`config.mk`:
```
export PLATFORM = sky130hd
export DESIGN_NAME = reset_sequencer
export DESIGN_NICKNAME = d
export VERILOG_FILES = /design/src/rtl/reset_sequencer.sv
export SDC_FILE = /design/constraint.sdc
export NUM_CORES = 1
export LEC_CHECK = 0
export ABC_AREA = 0
export BUFFER_PORTS_ARGS = -buffer_cell sky130_fd_sc_hd__buf_2
export CORE_ASPECT_RATIO = 0.8
export CORE_MARGIN = 2
export CORE_UTILIZATION = 51
export DETAILED_ROUTE_END_ITERATION = 16
export HOLD_SLACK_MARGIN = 0.08
export PLACE_DENSITY = 0.75
export SLEW_MARGIN = 5
export SYNTH_ARGS = -nofsm -noshare
export SYNTH_HDL_FRONTEND = slang
export SYNTH_SLANG_ARGS = --single-unit
```
`constraint.sdc`:
```
create_clock -name clock -period 2.06 [get_ports clock]
set_clock_uncertainty 0.2 [all_clocks]
set_input_delay 0.412 -clock clock [delete_from_list [all_inputs] [get_ports clock]]
set_output_delay 0.412 -clock clock [all_outputs]
set_load 0.05 [all_outputs]
```
`src/rtl/reset_sequencer.sv`:
```
// reset_sequencer
//   Synchronises the clock-generator lock flags and holds every downstream
//   reset domain in reset until all locks have stayed asserted long enough.
//   It then releases the domains one at a time in index order. Any lock loss
//   or software request while releasing or running reasserts all domains.
//
// Ports
//   clock              sole clock, rising edge
//   reset              synchronous, active-high
//   io_locked          asynchronous lock flags, 1 = locked
//   io_soft_reset      synchronous request to restart the sequence
//   io_resets          active-high domain resets, bit 0 released first
//   io_ready           1 while all domains are released (RUN)
//   io_lock_lost_count saturating count of lock-loss events
//   io_state           0 HOLD, 1 WAIT_LOCK, 2 RELEASE, 3 RUN
module reset_sequencer #(
  parameter int unsigned NUM_LOCKS          = 3,
  parameter int unsigned NUM_OUTPUTS        = 4,
  parameter int unsigned SYNC_STAGES        = 2,
  parameter int unsigned MIN_ASSERT_CYCLES  = 16,
  parameter int unsigned LOCK_STABLE_CYCLES = 1024,
  parameter int unsigned STAGE_DELAY_CYCLES = 64
) (
  input  logic                   clock,
  input  logic                   reset,
  input  logic [NUM_LOCKS-1:0]   io_locked,
  input  logic                   io_soft_reset,
  output logic [NUM_OUTPUTS-1:0] io_resets,
  output logic                   io_ready,
  output logic [7:0]             io_lock_lost_count,
  output logic [1:0]             io_state
);

  localparam int unsigned MAX_AB  = (MIN_ASSERT_CYCLES > LOCK_STABLE_CYCLES) ?
                                    MIN_ASSERT_CYCLES : LOCK_STABLE_CYCLES;
  localparam int unsigned MAX_CYC = (MAX_AB > STAGE_DELAY_CYCLES) ?
                                    MAX_AB : STAGE_DELAY_CYCLES;
  localparam int unsigned CNT_W   = (MAX_CYC > 1) ? $clog2(MAX_CYC) : 1;

  localparam logic [CNT_W-1:0] HOLD_LAST  = CNT_W'(MIN_ASSERT_CYCLES - 1);
  localparam logic [CNT_W-1:0] LOCK_LAST  = CNT_W'(LOCK_STABLE_CYCLES - 1);
  localparam logic [CNT_W-1:0] STAGE_LAST = CNT_W'(STAGE_DELAY_CYCLES - 1);

  typedef enum logic [1:0] {
    S_HOLD      = 2'd0,
    S_WAIT_LOCK = 2'd1,
    S_RELEASE   = 2'd2,
    S_RUN       = 2'd3
  } state_t;

  state_t                         state_q;
  logic   [CNT_W-1:0]             cnt_q;
  logic   [NUM_OUTPUTS-1:0]       resets_q;
  logic                           ready_q;
  logic   [7:0]                   lost_q;
  logic   [SYNC_STAGES-1:0][NUM_LOCKS-1:0] sync_q;

  logic locked_all;
  logic active;
  logic abort;

  // Lock synchroniser: stage 0 samples the asynchronous flags.
  always_ff @(posedge clock) begin
    if (reset) begin
      sync_q <= '0;
    end else begin
      sync_q <= {sync_q[SYNC_STAGES-2:0], io_locked};
    end
  end

  assign locked_all = &sync_q[SYNC_STAGES-1];
  assign active     = (state_q == S_RELEASE) || (state_q == S_RUN);
  assign abort      = active && (!locked_all || io_soft_reset);

  always_ff @(posedge clock) begin
    if (reset) begin
      state_q  <= S_HOLD;
      cnt_q    <= '0;
      resets_q <= '1;
      ready_q  <= 1'b0;
      lost_q   <= '0;
    end else if (abort) begin
      state_q  <= S_HOLD;
      cnt_q    <= '0;
      resets_q <= '1;
      ready_q  <= 1'b0;
      // A lock drop coinciding with a soft request is still counted once.
      if (!locked_all && (lost_q != 8'hFF)) begin
        lost_q <= lost_q + 8'd1;
      end
    end else begin
      unique case (state_q)
        S_HOLD: begin
          resets_q <= '1;
          ready_q  <= 1'b0;
          if (io_soft_reset) begin
            cnt_q <= '0;
          end else if (cnt_q == HOLD_LAST) begin
            state_q <= S_WAIT_LOCK;
            cnt_q   <= '0;
          end else begin
            cnt_q <= cnt_q + 1'b1;
          end
        end
        S_WAIT_LOCK: begin
          if (io_soft_reset) begin
            state_q <= S_HOLD;
            cnt_q   <= '0;
          end else if (!locked_all) begin
            cnt_q <= '0;
          end else if (cnt_q == LOCK_LAST) begin
            state_q  <= S_RELEASE;
            cnt_q    <= '0;
            // Bit 0 is already released in the first RELEASE cycle.
            resets_q <= ~NUM_OUTPUTS'(1);
          end else begin
            cnt_q <= cnt_q + 1'b1;
          end
        end
        S_RELEASE: begin
          // The thermometer itself tracks progress: shifting in zeros releases
          // the next bit, and once it is all zero one more stage delay
          // leads into RUN.
          if (cnt_q == STAGE_LAST) begin
            cnt_q <= '0;
            if (resets_q == '0) begin
              state_q <= S_RUN;
              ready_q <= 1'b1;
            end else begin
              resets_q <= resets_q << 1;
            end
          end else begin
            cnt_q <= cnt_q + 1'b1;
          end
        end
        S_RUN: begin
          resets_q <= '0;
          ready_q  <= 1'b1;
        end
        default: begin
          state_q <= S_HOLD;
        end
      endcase
    end
  end

  assign io_resets          = resets_q;
  assign io_ready           = ready_q;
  assign io_lock_lost_count = lost_q;
  assign io_state           = state_q;

endmodule

```
# Word level (Yosys, flattened, before mapping)
# Cells that the tools add are included.
# classes
muxes	24
reduce_logical	15
addsub	2
eq_ne	17
# ops
op	n
$mux W10	6
$pmux W10 S3	1
$mux W4	5
$pmux W4 S4	1
$mux W2	7
$ne A2 B2 Y1 const B	6
$add A10 B1 Y10 const B	1
$eq A10 B10 Y1 const B	1
$eq A10 B4 Y1 const B	1
$eq A10 B6 Y1 const B	1
$add A8 B1 Y8 const B	1
$ne A8 B8 Y1 const B	1
$reduce_and A7 Y1	1
$ne A3 B3 Y1 const B	2
$pmux W2 S3	1
$reduce_and A3 Y1	2
$reduce_bool A3 Y1	2
$reduce_and A5 Y1	1
$eq A2 B2 Y1 const B	2
$logic_not A4 Y1	1
$ne A2 B1 Y1 const B	2
$pmux W1 S3	1
$eq A2 B1 Y1 const B	1
$logic_and A1 B1 Y1	2
other kinds (6)	8
# word_totals
regBits	31
wordCells	65
out_inout_bits	15

# Depth between registers and ports, before layout
# logic_depth
depth_word	5
mapped_depth	8
ltp_nobuf	7

# Worst setup path after synthesis
# OpenSTA, ideal clock, no wires.
# synth_timing
path_type	register to register
startpoint	reg state_q[0], in the netlist io_state[0]
endpoint	reg resets_q[1], in the netlist io_resets[1]
t_arrival_ps	2069
path_stages_with_launch	9
synth_period_minus_slack_ps	2407
t_required_ps	1722
path_slack_ps	-347
setup_ps	138
path_cell_list	dfxtp_1 -> inv_1 -> ha_1 -> clkbuf_1 -> nor2_1 -> o21bai_1 -> a211o_1 -> a311oi_1 -> a21oi_1
# synth_via
elab_chain_cells	4
# synth_rtl
item	line_no	source
start, declared	51	state_t state_q;
start signal, assigned	77	state_q <= S_HOLD;
start signal, assigned	83	state_q <= S_HOLD;
start signal, assigned	99	state_q <= S_WAIT_LOCK;
branches (longest 4 deep; another with $reduce_and A5 Y1)	-	
end signal, assigned	115	resets_q <= ~NUM_OUTPUTS'(1);
end signal, assigned	130	resets_q <= resets_q << 1;
end, declared	53	logic [NUM_OUTPUTS-1:0] resets_q;
# Parallel ways; which one is timed is not known.
# A chain may end at the register's enable or synchronous reset.

# Worst setup path after layout
# layout_timing
startpoint	reg cnt_q[6]
endpoint	reg state_q[0], in the netlist io_state[0]
# layout_via
elab_chain_cells	3
# layout_rtl
item	line_no	source
start, declared	52	logic [CNT_W-1:0] cnt_q;
start signal, assigned	102	cnt_q <= cnt_q + 1'b1;
start signal, assigned	117	cnt_q <= cnt_q + 1'b1;
start signal, assigned	133	cnt_q <= cnt_q + 1'b1;
$eq A10 B10 Y1 (tied with other cells)	111	end else if (cnt_q == LOCK_LAST) begin
$ne A3 B3 Y1 (no line) (tied with other cells)	-	
$reduce_and A7 Y1 (no line) *	-	
end signal, assigned	107	state_q <= S_HOLD;
end signal, assigned	112	state_q <= S_RELEASE;
end signal, assigned	127	state_q <= S_RUN;
# Mark *: on every way between the ends. The rest lies on a longest branch, timed or not.

==> run_results.csv <==
group,metric,value,unit
status,status,"complete, but fails checks",
status,violations,"negative setup slack",
placed_design,dp_cells,253,
logic_synthesis,ys_seq_elements,31,
drt,routed_via_density,5.59,
drt,ant_nets,0,
placed_design,port_buffers,20,
placed_design,gp_congestion,0.858,
timing,hold_viol,0,
drt,vias,1453,
hold_path,hold_depth,2,
power_and_ir_drop,powerDensity,555,nW/um^2
logic_synthesis,synth-compound-area-share,14.2,%
critical_path,worstPathArrival,2.21,ns
hold_path,hold_path.startpoint,"io_locked[2]",
clock_tree,clkSlewWorstSetupHoldPaths,0.06,ns
global_route,grtUsageTotal,23.4,%
timing,max_freq,453,MHz
finish,n_fill_cell,247,
clock_tree,cts_sinks,31,
power_and_ir_drop,p_switching,0.000236,W
logic_synthesis,synthMuxAreaShare,2.00,%
logic_synthesis,seq_area_frac_synth,39.6,%
hold_path,hold_class,"in2reg",
critical_path,crit_type,"reg2reg",
power_and_ir_drop,ir_drop,0.000493,V
logic_synthesis,ys_top_cells_by_area,"dfxtp_1 40%, ha_1 6.4%, xor2_1 5.0%, nor2_1 4.1%, nand2_1 3.6%",
clock_tree,cts_tree,"built",
drt,drtIter0Drc,104,
logic_synthesis,synth_cell_type_count,39,
drt,wirelength,3790,um
clock_tree,htreeDepth,2,
clock_tree,clk_latency,0.28,ns
logic_synthesis,syn_inst,177,
finish,fin_nets,236,
timing,rsz0062_at_grt,"true",
critical_path,cp-start-kind,"register",
power_and_ir_drop,power.share.sequential,54.2,%
global_route,grt_max_degree,17,
global_route,grt_overflow_total,0,
critical_path,crit_required,2.06,ns
finish,antennaDiodeCount,0,
timing,slew_headroom,72.8,%
logic_synthesis,yosys.area_share.simple,27.8,%
global_route,grt_pass1_wl,6090,um
logic_synthesis,yosys.area_share.xor_xnor,7.27,%
drt,drtPass1Iterations,4,
critical_path,rrSetupSlack,-0.15,ns
logic_synthesis,synth_top_cell_area_share,39.6,%
floorplan,dieArea,3530,sq um
timing,setup_viol,5,
clock_tree,cts_max_path_buffers,2,
global_route,antenna_found_initial,0,
logic_synthesis,synthArstFlopShare,0,%
finish,syn_to_final_growth,28.7,%
flow_run,drv_cap,0,
finish,drive_above_1_share,32.9,%
finish,most-common-layout-cells,"23 x dfxtp_1, 23 x buf_4, 20 x buf_2",
logic_synthesis,synth_top_family_by_area,"simple AND/OR/NAND/NOR gates",
timing,finalWorstSetupSlack,-0.145,ns
logic_synthesis,syn_area_per_cell,8.84,sq um
power_and_ir_drop,total_power,0.00112,W
power_and_ir_drop,power_frac_clock,42.2,%
power_and_ir_drop,combPwrFrac,3.6,%
timing,post-route-period-util,107,%
power_and_ir_drop,switching_share,21.1,%
floorplan,ios,21,
floorplan,core,2850,sq um
critical_path,rr_startpoint,"cnt_q[6]",
logic_synthesis,syn_area,1570,sq um
critical_path,reg2reg_to,"io_state[0]",
logic_synthesis,synth-edff-count,0,
logic_synthesis,synth_top_area_cell,"dfxtp_1",
finish,finalNonFillerCells,260,
power_and_ir_drop,internal-power,0.000882,W
logic_synthesis,synth_ff_type,"dfxtp_1",
floorplan,rows,17,
clock_tree,ctsHoldBuffers,0,
clock_tree,postCtsSetupRepairBufs,0,
finish,utilization,70.7,%
timing,min_period,2.21,ns
hold_path,hold-path-endpoint,"sync_q[2]",
timing,report.final.slew_viol_count,0,
critical_path,reg2regPathDepth,5,
floorplan,die_y,53.6,um
drt,wl_per_cell,14.6,um
clock_tree,numCtsBuffers,5,
timing,worst_pin_slew,0.406,ns
global_route,grt_pass1_vias,1352,
placed_design,dp_hpwl,2760,um
logic_synthesis,syn-num-nets,191,
logic_synthesis,synth_fa_ha_area_share,6.39,%
logic_synthesis,ys_warn_count,0,
critical_path,path_max_fanout,5,
floorplan,start_util,54.9,%
clock_tree,cts_root_buf,"clkbuf_8",
critical_path,cp-end-kind,"register",
power_and_ir_drop,leakage,0.791,nW
drt,remaining_drc_errors,0,
floorplan,die_w,65.9,um
[stage by stage]
step	hold slack, ns	setup TNS [ns]	setup WS (ns)	instance area (sq um)
floorplan	0.214	-0.101	-0.0504	1600
global placement	0.219	0	0.000523	1890
detailed placement	0.222	-0.170	-0.0862	1890
CTS	0.140	-0.200	-0.103	1980
global route	0.138	-1.36	-0.177	2010
finish	0.141	-0.336	-0.145	2010
[flip-flops by register name, summed over array words and instances, names as in the netlist]
| name | count |
|---|---|
| cnt_q | 10 |
| io_ready | 1 |
| io_state | 2 |
| io_resets | 4 |
| sync_q | 6 |
| io_lock_lost_count | 8 |
[kinds of logic (layout without fill, tap and decap cells)]
logic type | after synthesis | after routing
simple gates | 81 | 81
compound gates | 32 | 32
flops | 31 | 31
xor+xnor | 13 | 13
buf+inv | 9 | 54
fa+ha+maj | 8 | 8
mux | 3 | 3
[synth_stat cells (7+ instances only)]
library cell / n
nand2_1: 15
xor2_1: 9
nor2b_1: 7
ha_1: 8
a21oi_1: 7
dfxtp_1: 31
nor2_1: 17
nand3_1: 7
nor3_1: 7
nand4_1: 7
o21ai_0: 8
[critical path, stage by stage (launching register included)]
cell and delay (ns):
dfxtp_2 0.32, or4_4 0.59, o41ai_4 0.40, nand2b_1 0.14, or3_1 0.36, a21oi_2 0.13
[final cells by class]
class | count | area [sq um] | area share (%)
clock inverter | 1 | 5.00 | 0.248
clock buffer | 6 | 82.6 | 4.10
multi-input combinational | 137 | 953 | 47.3
tap | 38 | 47.5 | 2.36
sequential | 31 | 638 | 31.7
inverter | 4 | 15.0 | 0.745
timing repair buffer | 43 | 273 | 13.5
[timing repair]
item                       4_1_cts  5_1_grt
pin swaps                        2        7
setup endpoints to repair        4       14
gates resized for setup          1       13
[power groups by stage]
| stage | sequential [W] | clock (W) | combinational (W) |
|---|---|---|---|
| after floorplan | 0.000619 | 0 | 0.0000181 |
| after detailed placement | 0.000619 | 0 | 0.0000379 |
| final | 0.000606 | 0.000472 | 0.0000402 |
| after global routing | 0.000607 | 0.000511 | 0.0000450 |
| after global placement | 0.000619 | 0 | 0.0000371 |
| after CTS | 0.000606 | 0.000481 | 0.0000382 |
[layer usage]
| layer | track usage, % | vias to the layer above | wire, um |
|---|---|---|---|
| met5 | 0 | - | 0 |
| met4 | 10.2 | 0 | 51 |
| met3 | 5.86 | 6 | 163 |
| met2 | 38.4 | 32 | 1830 |
| met1 | 29.8 | 684 | 1750 |
| li1 | - | 731 | - |
[how the worst max path moves through the flow]
stage | startpoint | endpoint | cells past startpoint
final | cnt_q[6] | io_state[0] | 5
after global placement | cnt_q[9] | io_state[0] | 5
after CTS | io_resets[3] | io_state[0] | 5
after detailed placement | cnt_q[9] | io_state[0] | 5
after global routing | cnt_q[6] | io_state[0] | 5
after floorplan | cnt_q[9] | io_state[1] | 6
(Power assumes the default switching activity.)
